**config.mk**
```make
export PLATFORM = sky130hd
export DESIGN_NAME = sdram_arbit
export DESIGN_NICKNAME = d
export VERILOG_FILES = /design/src/rtl/sdram_pkg.sv /design/src/rtl/sdram_arbit.sv
export SDC_FILE = /design/constraint.sdc
export NUM_CORES = 1
export LEC_CHECK = 0
export CAP_MARGIN = 20
export CORE_UTILIZATION = 30
export DETAILED_ROUTE_END_ITERATION = 10
export PLACE_DENSITY = 0.81
export SLEW_MARGIN = 10
export SYNTH_ARGS = -nofsm -noshare
export SYNTH_HDL_FRONTEND = slang
export SYNTH_SLANG_ARGS = --single-unit
```
**constraint.sdc**
```tcl
create_clock -name sclk -period 1.9 [get_ports sclk]
set_input_delay 0.285 -clock sclk [delete_from_list [all_inputs] [get_ports sclk]]
set_output_delay 0.285 -clock sclk [all_outputs]
set_load 0.05 [all_outputs]
```
**src/rtl/sdram_pkg.sv**
```systemverilog
// rtl/sdram_pkg.sv - shared SDRAM command encodings, arbiter state type and width defaults
package sdram_pkg;

  localparam int SDRAM_ADDR_W = 13;
  localparam int SDRAM_BA_W   = 2;

  // {cs_n, ras_n, cas_n, we_n}
  localparam logic [3:0] CMD_MRS  = 4'b0000;
  localparam logic [3:0] CMD_AREF = 4'b0001;
  localparam logic [3:0] CMD_PRE  = 4'b0010;
  localparam logic [3:0] CMD_ACT  = 4'b0011;
  localparam logic [3:0] CMD_WR   = 4'b0100;
  localparam logic [3:0] CMD_RD   = 4'b0101;
  localparam logic [3:0] CMD_NOP  = 4'b0111;

  typedef enum logic [2:0] {
    ST_IDLE  = 3'd0,
    ST_ARBIT = 3'd1,
    ST_AREF  = 3'd2,
    ST_WRITE = 3'd3,
    ST_READ  = 3'd4
  } arb_state_e;

endpackage

```
**src/rtl/sdram_arbit.sv**
```systemverilog
// rtl/sdram_arbit.sv - fixed-priority (refresh > write > read) arbiter and SDRAM command mux
module sdram_arbit
  import sdram_pkg::*;
#(
  parameter int ADDR_W = SDRAM_ADDR_W,
  parameter int BA_W   = SDRAM_BA_W
) (
  input  logic              sclk,
  input  logic              s_rst,
  input  logic              flag_init_end,
  input  logic [3:0]        init_cmd,
  input  logic [ADDR_W-1:0] init_addr,
  input  logic              ref_req,
  output logic              ref_en,
  input  logic              flag_ref_end,
  input  logic [3:0]        aref_cmd,
  input  logic [ADDR_W-1:0] aref_addr,
  input  logic              wr_req,
  output logic              wr_en,
  input  logic              flag_wr_end,
  input  logic [3:0]        wr_cmd,
  input  logic [ADDR_W-1:0] wr_addr,
  input  logic [BA_W-1:0]   wr_bank,
  input  logic              rd_req,
  output logic              rd_en,
  input  logic              flag_rd_end,
  input  logic [3:0]        rd_cmd,
  input  logic [ADDR_W-1:0] rd_addr,
  input  logic [BA_W-1:0]   rd_bank,
  output logic              sdram_cke,
  output logic              sdram_cs_n,
  output logic              sdram_ras_n,
  output logic              sdram_cas_n,
  output logic              sdram_we_n,
  output logic [BA_W-1:0]   sdram_bank,
  output logic [ADDR_W-1:0] sdram_addr
);

  arb_state_e state_q, state_d;

  logic [3:0]        cmd_sel;
  logic [BA_W-1:0]   bank_sel;
  logic [ADDR_W-1:0] addr_sel;

  always_ff @(posedge sclk or posedge s_rst) begin
    if (s_rst) begin
      state_q <= ST_IDLE;
    end else begin
      state_q <= state_d;
    end
  end

  // Every grant returns through ARBIT, which guarantees a NOP cycle between owners.
  always_comb begin
    state_d = state_q;
    unique case (state_q)
      ST_IDLE: begin
        if (flag_init_end) state_d = ST_ARBIT;
      end
      ST_ARBIT: begin
        if (ref_req)     state_d = ST_AREF;
        else if (wr_req) state_d = ST_WRITE;
        else if (rd_req) state_d = ST_READ;
      end
      ST_AREF: begin
        if (flag_ref_end) state_d = ST_ARBIT;
      end
      ST_WRITE: begin
        if (flag_wr_end) state_d = ST_ARBIT;
      end
      ST_READ: begin
        if (flag_rd_end) state_d = ST_ARBIT;
      end
      default: state_d = ST_IDLE;
    endcase
  end

  always_comb begin
    ref_en   = 1'b0;
    wr_en    = 1'b0;
    rd_en    = 1'b0;
    cmd_sel  = init_cmd;
    bank_sel = '0;
    addr_sel = init_addr;
    unique case (state_q)
      ST_IDLE: begin
        cmd_sel  = init_cmd;
        addr_sel = init_addr;
      end
      ST_ARBIT: begin
        cmd_sel  = CMD_NOP;
        addr_sel = '0;
      end
      ST_AREF: begin
        ref_en   = 1'b1;
        cmd_sel  = aref_cmd;
        addr_sel = aref_addr;
      end
      ST_WRITE: begin
        wr_en    = 1'b1;
        cmd_sel  = wr_cmd;
        bank_sel = wr_bank;
        addr_sel = wr_addr;
      end
      ST_READ: begin
        rd_en    = 1'b1;
        cmd_sel  = rd_cmd;
        bank_sel = rd_bank;
        addr_sel = rd_addr;
      end
      default: begin
        cmd_sel  = init_cmd;
        addr_sel = init_addr;
      end
    endcase
  end

  assign sdram_cke = 1'b1;
  assign {sdram_cs_n, sdram_ras_n, sdram_cas_n, sdram_we_n} = cmd_sel;
  assign sdram_bank = bank_sel;
  assign sdram_addr = addr_sel;

endmodule
```
=== Word level (Yosys, flattened, before mapping) ===
Index checks and enable logic that the tools add are counted.

* Bits in latches: 0
* Memories: 0
* Word-level logic and storage cells: 26
* Memory bits (read-only): 0
* Input bits: 81
* Bits in writable memories: 0
* Output and inout bits: 23
* Flip-flop bits (word level): 3

* Muxes and demuxes: 14
* $lt $le $gt $ge: 0
* Bitwise gates (word level): 0
* Multiply operators: 0
* Equal/unequal tests: 9
* Reductions and logical operators: 2
* Div/mod/pow operators: 0
* Add/subtract/negate cells: 0
* Shift operators: 0

{| class="wikitable"
|+ Operators with widths
! cell !! number
|-
| $pmux 13 s4 || 1
|-
| $mux 3 || 7
|-
| $pmux 4 s4 || 1
|-
| $pmux 3 s5 || 1
|-
| $ne 2x2->1 const B || 4
|-
| $eq 3x2->1 const B || 2
|-
| $reduce_and 5->1 || 1
|-
| $ne 4x4->1 const B || 1
|-
| $pmux 2 s2 || 1
|-
| $eq 3x1->1 const B || 1
|-
| $eq 3x3->1 const B || 1
|-
| $logic_not 3->1 || 1
|-
| $mux 1 || 3
|}

=== Depth between registers and ports, before layout ===
* Word-level depth: 4
* Gate-level depth with buffers: 5
* Gate-level depth less buffers: 3

=== Least setup slack after synthesis ===
Ideal clock, no wire load.

* Path type: reg2out
* Start: register state_q[0]
* End: output port sdram_cas_n
* Cell stages (with the launch flop): 5
* Data arrival time: 1,938 ps
* Path slack: -323 ps
* Cells stage by stage: dfrtp_1 > buf_6 > mux2_2 > o22ai_1 > o21ai_0

* Cells in the longest elaborated chain, start to end: 2

{| class="wikitable"
|+ RTL lines
! what !! line !! RTL
|-
| start: declaration || sdram_arbit.sv:39 || <nowiki>arb_state_e state_q, state_d;</nowiki>
|-
| start signal: assignment || sdram_arbit.sv:49 || <nowiki>state_q <= state_d;</nowiki>
|-
| $eq 3x3->1 (tied with other cells) || sdram_arbit.sv:85 || <nowiki>unique case (state_q)</nowiki>
|-
| $pmux 4 s4 * || sdram_arbit.sv:85 ||
|-
| end: declaration || sdram_arbit.sv:33 || <nowiki>output logic sdram_cas_n,</nowiki>
|}

Every way passes the cells marked *; elsewhere a longest branch is shown, timed or not.

=== Worst setup path after layout ===
* Start: register state_q[0]
* End: output port sdram_cs_n

* Cells in the longest elaborated chain, start to end: 2

{| class="wikitable"
|+ RTL lines
! what !! line !! RTL
|-
| $eq 3x3->1 (tied with other cells) || sdram_arbit.sv:85 ||
|-
| $pmux 4 s4 * || sdram_arbit.sv:85 ||
|-
| end: declaration || sdram_arbit.sv:31 || <nowiki>output logic sdram_cs_n,</nowiki>
|}

Marked as above.

==> flow_summary.ini <==
[run_status]
status = finished, violations left
violations = setup timing

[hold_path]
hold_class = input port to async pin

[logic_synthesis]
synth-xor-area-share = 0
syn_inst = 129
synthTopCellsByArea = a221oi_2 15%, mux2_4 15%, buf_6 9.5%
yosysWarnings = 0
synth_top_area_share = 0.154
synth_top_area_cell = a221oi_2
ys_ff_latch = 3
synth-compound-area-share = 0.371
synth_simple_gate_area_frac = 0.176
synth_seq_area_share = 0.0701
synth_top_family_by_area = compound AO/OA/AOI/OAI gates
synthMuxAreaShare = 0.242
ys_types = 31
avgSynthCellArea_um2 = 8.30
syn_nets = 210
synthAdderAreaFrac = 0
syn-cell-area_um2 = 1070

[route]
route.detailed.drc = 0
via_per_inst = 5.15
avgRoutedWirePerCell_um = 14.1
vias = 1447
wl_um = 3980
dr.pass1.iters = 4
drt_iter0_drc = 31
postRouteAntennaNets = 0

[die]
dieArea_um2 = 3810
core_um2 = 3390
fp.dieH_um = 61.8
die_w_um = 61.8
ios = 104
fp-row-count = 21
initial_utilization = 0.316

[clock_network]
cts_root_buf = clkbuf_4
cts.sinks = 3
path_clk_slew_ps = 40
cts_buffers = 3
cts_tree = built
cts_buffer_depth = 2
htree_levels = 1
clkLatencyLatePin_ps = 240

[placed_design]
routabilityCongestion = 0.780
port_buffers = 102
hpwl_um = 3210

[timing]
finalCritPeriodShare = 1.02
slew_viol_final = 0
hold_viol = 0
rsz0062_at_grt = true
setup_violations = 10
fin_skew_ps = 2.95
fin_crit_ps = 1940
final.hold.worst_slack_ps = 216
max_freq_mhz = 517
fin_setup_tns_ps = -254
timing.final.ws_setup_ps = -35.7

[run]
cap_violations = 0

[global_route]
use_met2 = 0.398
antenna_found_initial = 0
globalRoute.busiestLayer = met2
grt_usage = 0.206
globalRouteMet1Util = 0.218
grt_use_met3 = 0.0476
grt_overflow = 0
grt_pass1_vias = 1382
grt_start_max_net_pins = 21
grt_pass1_wl_um = 5870

[worst_setup_path]
cpLargestDelayFamily = buffers and inverters
rrSetupSlack_ps = 500
r2r-start = state_q[1]
reg2regPathDepth = 4
critical_path_class = register to output port
crit_chain = buf_4, nor2_4, buf_12, nand2_1, a31oi_2, buf_12
critical_path_required_ps = 1620
cp-end-kind = output port
r2r_end = state_q[1]
crit_fanout = 20
slowest_stage = dfrtp_2
path_buf_inv = 3
critPathArrivalTime_ps = 1650
cpPeakStageDelay_ps = 430
start_kind = register
cpMostUsedCell = buf_12
crit_start = state_q[0]

[power]
power-per-cell-area_nw_per_um2 = 1620
ir_drop_v = 0.00109
leakagePower_uw = 0.00101

[layout]
area_growth_pct = 138
regMostFlops = state_q
largest_reg_flops = 3
fin_nets = 317
reg.largest.list = state_q x3
layout-drive-gt1-share = 0.387
fillers = 235
antenna_cells = 0
## layout by cell type (no fill, tap or decap), types with 3 or more instances in the layout
master	n
a31oi_2	9
a221oi_2	9
o211ai_1	3
o21ai_0	4
nor2_1	4
inv_1	3
mux2i_1	6
clkdlybuf4s50_1	80
nand2_1	23
a21boi_2	3
mux2_2	3
buf_4	9
clkbuf_4	3
or3_1	4
buf_12	23
a31oi_1	4
dfrtp_2	3
mux2_4	11
buf_6	5
## metal layers
layer	part of all wire	vias to the layer above	wire, um
met2	0.52	56	2080
met1	0.39	668	1540
met5	0	-	0
li1	-	715	-
met3	0.074	8	296
met4	0.014	0	56
## through the flow
step | setup WS (ps) | utilization | std cells | total power [uW] | instance area (um2)
global placement | 155 | 0.718 | 275 | 3810 | 2430
floorplan | 45.3 | - | 129 | 2370 | 1160
finish | -35.7 | 0.753 | 281 | 4150 | 2550
CTS | -49.6 | 0.742 | 281 | 4080 | 2510
detailed placement | 129 | 0.718 | 275 | 3850 | 2430
global route | -99.3 | 0.753 | 281 | 4330 | 2550
## where the power goes
part           internal [uW]  leakage [uW]  switching (uW)  total (uW)
sequential              93.2     0.0000332            46.2         139
clock                   79.0     0.0000150            37.3         116
combinational           1910      0.000957            1980        3890
## worst max path at each step
stage | end | cells after the start
CTS | sdram_addr[9] | 6
finish | sdram_cs_n | 6
global placement | sdram_addr[1] | 5
detailed placement | sdram_addr[1] | 5
floorplan | sdram_cas_n | 5
global route | sdram_addr[1] | 5
## Yosys cell counts
| master | count |
|---|---|
| buf_4 | 2 |
| nor2_4 | 1 |
| nand2_1 | 23 |
| and3_1 | 1 |
| nor3_1 | 1 |
| clkbuf_1 | 1 |
| a221oi_2 | 11 |
| or2_1 | 1 |
| buf_2 | 3 |
| nor2b_1 | 1 |
| and2b_1 | 1 |
| conb_1 | 1 |
| a21oi_1 | 1 |
| a22o_1 | 2 |
| o22ai_1 | 3 |
| a31oi_1 | 15 |
| nor2_1 | 4 |
| and2_1 | 2 |
| inv_1 | 3 |
| buf_6 | 9 |
| o311ai_0 | 1 |
| o211ai_1 | 3 |
| a21boi_1 | 3 |
| mux2i_1 | 6 |
| a32oi_1 | 1 |
| nor3b_1 | 1 |
| mux2_2 | 3 |
| o21ai_0 | 7 |
| dfrtp_1 | 3 |
| or3_1 | 4 |
| mux2_4 | 11 |
## area by class of cell
type | instances | area (um2) | area share
Timing Repair Buffer | 117 | 1390 | 0.542
Multi-Input combinational cell | 108 | 995 | 0.390
Sequential cell | 3 | 78.8 | 0.0309
Tap cell | 46 | 57.6 | 0.0225
Clock buffer | 4 | 26.3 | 0.0103
Inverter | 3 | 11.3 | 0.00441
## timing repair
| action | 4_1_cts | 5_1_grt |
|---|---|---|
| pin swaps | 4 | 2 |
| gates resized for setup | 8 | 8 |
| hold buffers | 0 | 0 |
| setup endpoints to repair | 19 | 19 |
| setup buffers | 2 | 0 |
## cells by family (layout without fill, tap and decap cells)
logic type,Yosys count,in the layout
other,1,1
DFF,3,3
buffers and inverters,18,124
muxes,20,20
AOI/OAI and AO/OA,47,47
and+or+nand+nor,40,40
Note: power is estimated with default switching activity, not from simulation.
